**src/rtl/digit_scan_pkg.sv**
```systemverilog
// Purpose: shared types and 7-segment decode table for the digit scanner.
// Latency: n/a (types, constants and a combinational helper only).
// Backpressure: n/a.
// Contents: scan_state_t FSM encoding, SEG_BLANK / AN_BLANK constants,
//           SEG_LUT patterns for 0-9, seg_decode() nibble -> {g,f,e,d,c,b,a}.
package digit_scan_pkg;

  typedef enum logic [1:0] {
    IDLE  = 2'd0,
    GUARD = 2'd1,
    DRIVE = 2'd2
  } scan_state_t;

  localparam logic [6:0] SEG_BLANK = 7'h7F;
  localparam logic [7:0] AN_BLANK  = 8'hFF;

  // Active-low {g,f,e,d,c,b,a} patterns for digits 0..9.
  localparam logic [6:0] SEG_LUT [10] = '{
    7'h40, 7'h79, 7'h24, 7'h30, 7'h19,
    7'h12, 7'h02, 7'h78, 7'h00, 7'h10
  };

  // Non-BCD nibbles (10-15) show nothing rather than a garbage glyph.
  function automatic logic [6:0] seg_decode(input logic [3:0] nibble);
    logic [6:0] pattern;
    pattern = SEG_BLANK;
    if (nibble < 4'd10) begin
      pattern = SEG_LUT[nibble];
    end
    return pattern;
  endfunction

endpackage

```
**src/rtl/bcd_to_seg7.sv**
```systemverilog
// Purpose: combinational BCD nibble to active-low 7-segment pattern.
// Latency: 0 cycles (pure combinational; the caller registers the result).
// Backpressure: none.
// Ports: nibble_i [3:0] BCD digit in; seg_o [6:0] {g,f,e,d,c,b,a}, active-low.
module bcd_to_seg7
  import digit_scan_pkg::*;
(
  input  logic [3:0] nibble_i,
  output logic [6:0] seg_o
);

  assign seg_o = seg_decode(nibble_i);

endmodule

```
**src/rtl/digit_scan_demux.sv**
```systemverilog
// Purpose: time-multiplexes up to 8 BCD digits onto one active-low 7-seg bus.
// Latency: outputs registered; a digit snapshot appears 1 cycle after its GUARD edge.
// Backpressure: none; en=0 blanks the display and freezes the scan index.
// Ports: clk, rst (async active-high), en, digits_in[31:0] (nibble k = digit k),
//        dp_in[7:0]; outputs an_out[7:0] and seg_out[6:0]/dp_out (all active-low),
//        digit_sel[2:0] current slot, frame_tick one-cycle frame-start pulse.
// Build option: define LEADING_ZERO_BLANK_EN to blank leading zero digits.
module digit_scan_demux
  import digit_scan_pkg::*;
#(
  parameter int SCAN_DIV = 100000,
  parameter int N_DIGITS = 8
) (
  input  logic        clk,
  input  logic        rst,
  input  logic        en,
  input  logic [31:0] digits_in,
  input  logic [7:0]  dp_in,
  output logic [7:0]  an_out,
  output logic [6:0]  seg_out,
  output logic        dp_out,
  output logic [2:0]  digit_sel,
  output logic        frame_tick
);

  localparam int PW = (SCAN_DIV > 1) ? $clog2(SCAN_DIV) : 1;
  localparam logic [PW-1:0] PRESC_LAST = PW'(SCAN_DIV - 1);
  localparam logic [2:0]    SEL_LAST   = 3'(N_DIGITS - 1);

  scan_state_t   state_q, state_d;
  logic [PW-1:0] presc_q, presc_d;
  logic [2:0]    sel_q, sel_d;
  logic [7:0]    an_q, an_d;
  logic [6:0]    seg_q, seg_d;
  logic          dp_q, dp_d;
  logic          ft_q, ft_d;

  // High when the next registered update is a GUARD (snapshot point).
  logic          load;
  logic [3:0]    snap_nibble;
  logic [6:0]    snap_seg;
  logic          lz_blank;

  // The decoder looks at the slot being entered, not the one being left.
  assign snap_nibble = digits_in[{sel_d, 2'b00} +: 4];

  bcd_to_seg7 u_dec (
    .nibble_i (snap_nibble),
    .seg_o    (snap_seg)
  );

`ifdef LEADING_ZERO_BLANK_EN
  // zero_run[k]: digit k and every higher populated digit are all zero.
  logic [7:0] zero_run;
  logic       run;
  always_comb begin
    zero_run = 8'hFF;
    run      = 1'b1;
    for (int k = 7; k >= 0; k--) begin
      if (k < N_DIGITS) begin
        run = run & (digits_in[4*k +: 4] == 4'd0);
      end
      zero_run[k] = run;
    end
  end
  assign lz_blank = (sel_d != 3'd0) && zero_run[sel_d];
`else
  assign lz_blank = 1'b0;
`endif

  always_comb begin
    state_d = state_q;
    presc_d = presc_q;
    sel_d   = sel_q;
    an_d    = an_q;
    seg_d   = seg_q;
    dp_d    = dp_q;
    ft_d    = 1'b0;
    load    = 1'b0;

    if (!en) begin
      state_d = IDLE;
      presc_d = '0;
      an_d    = AN_BLANK;
      seg_d   = SEG_BLANK;
      dp_d    = 1'b1;
    end else begin
      unique case (state_q)
        IDLE: begin
          // Resume on the held index; no frame_tick on this entry.
          state_d = GUARD;
          presc_d = '0;
          load    = 1'b1;
        end
        GUARD: begin
          state_d = DRIVE;
          presc_d = presc_q + 1'b1;
          an_d    = ~(8'h01 << sel_q);
        end
        DRIVE: begin
          if (presc_q == PRESC_LAST) begin
            state_d = GUARD;
            presc_d = '0;
            sel_d   = (sel_q == SEL_LAST) ? 3'd0 : sel_q + 3'd1;
            ft_d    = (sel_q == SEL_LAST);
            load    = 1'b1;
          end else begin
            presc_d = presc_q + 1'b1;
          end
        end
        default: begin
          state_d = IDLE;
          presc_d = '0;
          an_d    = AN_BLANK;
          seg_d   = SEG_BLANK;
          dp_d    = 1'b1;
        end
      endcase
    end

    // GUARD entry: anodes off while segments settle on the new snapshot.
    if (load) begin
      an_d  = AN_BLANK;
      seg_d = lz_blank ? SEG_BLANK : snap_seg;
      dp_d  = ~dp_in[sel_d];
    end
  end

  always_ff @(posedge clk or posedge rst) begin
    if (rst) begin
      state_q <= IDLE;
      presc_q <= '0;
      sel_q   <= 3'd0;
      an_q    <= AN_BLANK;
      seg_q   <= SEG_BLANK;
      dp_q    <= 1'b1;
      ft_q    <= 1'b0;
    end else begin
      state_q <= state_d;
      presc_q <= presc_d;
      sel_q   <= sel_d;
      an_q    <= an_d;
      seg_q   <= seg_d;
      dp_q    <= dp_d;
      ft_q    <= ft_d;
    end
  end

  assign an_out     = an_q;
  assign seg_out    = seg_q;
  assign dp_out     = dp_q;
  assign digit_sel  = sel_q;
  assign frame_tick = ft_q;

endmodule

```
**config.mk**
```make
export PLATFORM = sky130hd
export DESIGN_NAME = digit_scan_demux
export DESIGN_NICKNAME = d
export VERILOG_FILES = /design/src/rtl/digit_scan_pkg.sv /design/src/rtl/bcd_to_seg7.sv /design/src/rtl/digit_scan_demux.sv
export SDC_FILE = /design/constraint.sdc
export NUM_CORES = 1
export LEC_CHECK = 0
export CORE_UTILIZATION = 45
export DETAILED_ROUTE_END_ITERATION = 16
export PLACE_DENSITY = 0.82
export SLEW_MARGIN = 20
export SYNTH_ARGS = -nofsm -noshare
export SYNTH_HDL_FRONTEND = slang
export SYNTH_SLANG_ARGS = --single-unit
```
**constraint.sdc**
```tcl
create_clock -name clk -period 3.7 [get_ports clk]
set_input_delay 0.37 -clock clk [delete_from_list [all_inputs] [get_ports clk]]
set_output_delay 0.37 -clock clk [all_outputs]
set_load 0.05 [all_outputs]
```
* Yosys cells after proc, flatten, opt, wreduce, memory -nomap -nowiden *
Memories as Yosys holds them, arrays and structs flattened.
Cells that the tools add are included.

word-level totals
  ROM bits = 112
  word-level logic and storage cells = 58
  output and inout port bits = 20
  flip-flop bits (word level) = 39
  memories kept = 1

memory list
  name             depth  bits a word  rd ports  clocked after Yosys merged registers in  wr ports  RTL line              RTL
  (no name shown)  16     7            1         0                                        0         digit_scan_pkg.sv:28  pattern = SEG_LUT[nibble];

operators by class
  $add $sub $neg = 2
  equality and inequality tests = 7
  multiplexer cells = 30
  reductions and logical operators = 3
  $lt $le $gt $ge = 3
  bitwise gates (word level) = 3
  shifts and indexed selects = 2

operators with widths
  operator                                                              number
  7-bit 2-to-1 mux                                                      6
  17-bit 2-to-1 mux                                                     2
  17-bit case mux with 2 select lines                                   1
  32-bit by 6-bit indexed part select with 4-bit output                 1
  17-bit by 1-bit adder with 17-bit output, second input constant       1
  17-bit equality test, second input constant                           1
  8-bit 2-to-1 mux                                                      2
  8-bit case mux with 2 select lines                                    1
  3-bit 2-to-1 mux                                                      4
  1-bit 2-to-1 mux                                                      9
  8-bit inverter                                                        1
  1-bit by 3-bit << shifter with 8-bit output, first input constant     1
  3-bit by 2-bit != test with 1-bit output, second input constant       2
  2-bit case mux with 3 select lines                                    1
  5-bit >= comparator, second input constant                            1
  4-bit inverter with 5-bit output                                      1
  3-bit by 4-bit < comparator with 1-bit output, second input constant  1
  4-bit < comparator, second input constant                             1
  2-bit 2-to-1 mux                                                      2
  3-bit by 1-bit adder with 3-bit output, second input constant         1
  1-bit binary-select mux with 3-bit select                             1
  3-bit equality test, second input constant                            1
  3-bit != test, second input constant                                  1
  3-bit OR reduction                                                    1
  other kinds (6)                                                       6

* Logic depth before layout (Yosys ltp) *
  depth after elaboration = 12
  mapped depth = 16
  depth with buffers taken out = 14

* Hierarchy *
Synthesis repeated with hierarchy kept, for this count alone.

unflattened totals
  cells, all modules = 274
  area, all modules = 2567.5 sq um

modules (own cells, without submodules)
  module            area each (sq um)  instances  cells each
  digit_scan_demux  2369.8             1          244
  bcd_to_seg7       197.7              1          30

* Least setup slack after synthesis *
No wires, ideal clock.

  kind = flip-flop to flip-flop
  start point = register presc_q[8]
  end point = register seg_q[3] (netlist: seg_out[3])
  setup time = 89 ps
  required time = 3611 ps
  setup slack = 293 ps
  stages on the path, launching flop included = 14
  buffers on the path = 1
  data arrival time = 3319 ps
  period minus slack after synthesis = 3407 ps
  cells stage by stage = dfrtp_1 or4b_4 or4_1 buf_4 o21ai_4 a21oi_2 o21a_1 a2111oi_4 inv_2 ha_1 inv_1 a41oi_1 a2111oi_1 nor2_1

on the way
  word-level cells in the longest chain between the ends = 11
  elaborated cells between the ends (all ways) = 16
  those cells by class = order compare: 1; eq/ne: 2; shift: 1; mux: 10; bitwise: 1; memory: 1

ends and longest elaborated chain
  item                                                    RTL line                 RTL
  start, declared                                         digit_scan_demux.sv:31   logic [PW-1:0] presc_q, presc_d;
  start signal, assigned                                  digit_scan_demux.sv:140  presc_q <= presc_d;
  17-bit equality test (*)                                digit_scan_demux.sv:101  if (presc_q == PRESC_LAST) begin
  3-bit 2-to-1 mux                                        digit_scan_demux.sv:101
  3-bit 2-to-1 mux                                        digit_scan_demux.sv:88   unique case (state_q)
  3-bit 2-to-1 mux                                        digit_scan_demux.sv:81   if (!en) begin
  32-bit by 6-bit indexed part select with 4-bit output   digit_scan_demux.sv:45   assign snap_nibble = digits_in[{sel_d, 2'b00} +: 4];
  4-bit inverter with 5-bit output (implied by the code)  digit_scan_pkg.sv:28
  memory read 16 x 7 bit                                  -
  7-bit 2-to-1 mux (implied by the code) (2 in a row)     digit_scan_pkg.sv:28
  7-bit 2-to-1 mux                                        digit_scan_pkg.sv:27     if (nibble < 4'd10) begin
  7-bit 2-to-1 mux                                        digit_scan_demux.sv:122  if (load) begin
  end signal, assigned                                    digit_scan_demux.sv:143  seg_q <= seg_d;
  end, declared                                           digit_scan_demux.sv:34   logic [6:0] seg_q, seg_d;

Every way passes the cells marked *; elsewhere a longest branch is shown, timed or not. The select of a mux whose other input is x is not followed.
A chain may end at the register's enable or synchronous reset.

* Worst setup path in the final report *
  start point = register presc_q[11]
  end point = register seg_q[3] (netlist: seg_out[3])

The elaborated chain is that of the path after synthesis.

==> impl_metrics.toml <==
[clock_tree]
cts_hold_buf = 0
cts_tree = "built"
path_clk_slew_ps = 80
clk-insertion-delay-late_ps = 300
cts_resized = 0
clockRootBuffer = "sky130_fd_sc_hd__clkbuf_8"
clock_h_tree_levels = 2
num_cts_buffers = 5
cts_sink_cnt = 39
cts_buffer_depth = 2
cts_post_setup_buffers_inserted = 0

[timing]
finalSetupTns_ps = 0
worst-slew-pin-transition_ps = 863.4
maxClockFrequency_mhz = 285.4
finalHoldViolCount = 0
hold_slack_ps = 488.5
rsz_0062_raised_after_global_routing = "no"
final_min_period_over_clock_period = 0.9470
fin_skew_ps = 11.37
final_slew_violations = 0
slew-limit-headroom = 0.4237
final.min_clock_period_ps = 3504
setup_violations = 0

[floorplanning]
height_of_the_die_um = 78.85
start_util = 0.4739
core-area_mm2 = 0.005608
placementRows = 27
die_width_um = 78.85
floorplan.die_area_mm2 = 0.006217
number_of_placed_i_o_pins = 63

[drt]
totalWireLength_um = 6816
vias = 2483
detailedRoute.firstIterationViolations = 241
drc = 0
viasPerCell = 5.721
wl_per_cell_um = 15.71
route.antenna.remaining_nets = 0
drtPass1Iterations = 4

[global_routing]
grt_max_degree = 23
grt_use_met3 = 0.04368
vias_in_the_first_global_route = 2307
grt_use_met1 = 0.2972
grt_antenna_before_repair = 0
global_route_wire_length_before_repair_um = 10800
grt-busiest-layer = "met2"
globalRouteMet2Util = 0.3704
track_usage = 0.2238
globalRouteOverflowTotal = 0

[status]
outcome = "complete, no violations"

[placed_design]
routabilityCongestion = 0.8773
dp_hpwl_um = 5307
numPortBuffers = 62
number_of_cells_after_detailed_placement = 426

[logic_synthesis]
yosysMostFrequentCell = "sky130_fd_sc_hd__nand2_1"
synth-compound-area-share = 0.2133
synthAdderAreaFrac = 0.06591
synth_edf_count = 0
yosys.area.top_type = "sky130_fd_sc_hd__dfrtp_1"
synth_xor_xnor_area_share = 0.05603
syn_avg_cell_area_um2 = 9.132
synthTopCellsByCount = "sky130_fd_sc_hd__nand2_1 (35), sky130_fd_sc_hd__nor2_1 (33), sky130_fd_sc_hd__dfrtp_1 (23)"
synth_top_family_by_area = "simple AND/OR/NAND/NOR gates"
post_synth_main_area_contributors = "sky130_fd_sc_hd__dfrtp_1 (22%), sky130_fd_sc_hd__dfstp_2 (16%), sky130_fd_sc_hd__ha_1 (6.6%)"
yosys_most_used_dff = "sky130_fd_sc_hd__dfrtp_1"
postSynthNetCount = 348
async_flop_share = 1.000
netlist_area_mm2 = 0.002658
yosysWarnings = 0
synth_top_area_frac = 0.2166
synth_cells = 291
synth_simple_gate_area_share = 0.2382
synth_sequential_area_ratio = 0.3748
ys_seq_elements = 39
yosys-mux-area-fraction = 0.01507
synth.distinct_cells = 61

[power]
power_density_mw_per_mm2 = 292.7
irDropWorstVdd_uv = 169.6
leakage_nw = 1.376

[worst_setup_path]
cp.arrival_ps = 3730
worstPathMaxFanout = 7
critical_path.reg2reg.startpoint = "presc_q[11]"
startpoint_type = "flop"
critical_path.endpoint_type = "flop"
critical_path_class = "flop to flop"
startpoint = "presc_q[11]"
critical_path_required_ps = 3920

[final_layout]
postLayoutCoreUtil = 0.6258
syn_to_final_growth_pct = 32.06
layout-drive-gt1-share = 0.1519
final_layout_net_count = 418
antenna-diode-count = 0
final_cell_count_no_fill = 434

[run]
drv.max_cap_violation_count = 0

[min_path]
hold_path.startpoint = "presc_q[0]"
hp-class = "flop to flop"
-- metrics by stage --
stage / power, mW / setup WS [ps] / cell area, um^2
finish: 1.027 / 196.0 / 3510
global route: 1.078 / 20.87 / 3510
global placement: 0.7096 / 185.6 / 3397
detailed placement: 0.7119 / 87.30 / 3397
CTS: 1.038 / 88.62 / 3501
floorplan: 0.6123 / 292.7 / 2658
-- path summary, 6_finish.rpt --
path	to	slack, ps	cells past startpoint
setup / recovery	seg_out[3]	200	13
hold / removal	presc_q[0]	490	1
setup reg to reg	seg_out[3]	200	13
hold reg to reg	presc_q[0]	490	1
max in group asynchronous	an_out[0]	2400	3
min in group asynchronous	presc_q[14]	540	2
-- final cells by class --
class / count / area (um^2)
tap: 72 / 90.09
multi-input combinational: 230 / 1573
clock inverter: 1 / 7.507
clock buffer: 7 / 96.34
fill: 488 / 2098
timing repair buffer: 72 / 695.7
inverter: 13 / 51.30
sequential: 39 / 996.0
-- critical path, stage by stage, from the launching register on --
cell and delay [ps]:
sky130_fd_sc_hd__dfrtp_1 420, sky130_fd_sc_hd__or4b_4 560, sky130_fd_sc_hd__nor4_4 330, sky130_fd_sc_hd__buf_4 220, sky130_fd_sc_hd__a21oi_1 100, sky130_fd_sc_hd__nor2_2 330
sky130_fd_sc_hd__nor2_1 180, sky130_fd_sc_hd__a311oi_2 350, sky130_fd_sc_hd__nand2_1 150, sky130_fd_sc_hd__ha_1 210, sky130_fd_sc_hd__inv_1 60, sky130_fd_sc_hd__a41oi_1 50
sky130_fd_sc_hd__a2111oi_1 400, sky130_fd_sc_hd__nor2_1 90
-- cell usage in the layout (no fill, tap or decap), drive strengths merged, types with 4 or more instances in the layout --
cell / synthesis / layout
a211oi: 10 / 10
a21oi: 12 / 12
and2: 6 / 6
and3: 8 / 8
buf: 3 / 10
clkbuf: 6 / 7
clkdlybuf4s50: 0 / 62
dfrtp: 23 / 23
dfstp: 16 / 16
ha: 14 / 14
inv: 13 / 13
mux2i: 4 / 4
nand2: 35 / 35
nand3: 11 / 11
nand4: 5 / 5
nor2: 36 / 36
nor3: 9 / 9
o21ai: 13 / 13
o22ai: 7 / 7
xnor2: 6 / 6
xor2: 11 / 11
-- cells by family after synthesis --
kind of cell,count (synthesis)
xor+xnor,17
flops,39
mux,4
buf+inv,22
simple gates,123
fa+ha+maj,14
compound gates,72
-- report_power, final --
part | leakage [nW] | internal (mW) | switching (mW) | total (mW)
Sequential | 0.472 | 0.453 | 0.0112 | 0.464
Clock | 0.0505 | 0.170 | 0.151 | 0.321
Combinational | 0.854 | 0.103 | 0.139 | 0.242
Total | 1.38 | 0.726 | 0.301 | 1.03
-- layer usage --
layer	share of wire	wire [um]	up-vias
li1	-	-	1200
met1	0.45	3095	1174
met2	0.48	3257	101
met3	0.056	380	8
met4	0.012	82	0
met5	0	0	-
-- sequential cells by signal, summed over array words and instances (netlist names) --
register,cells
an_out,8
digit_sel,3
dp_out,1
frame_tick,1
presc_q,17
seg_out,7
state_q,2
Power figures use the tool's default switching activity.
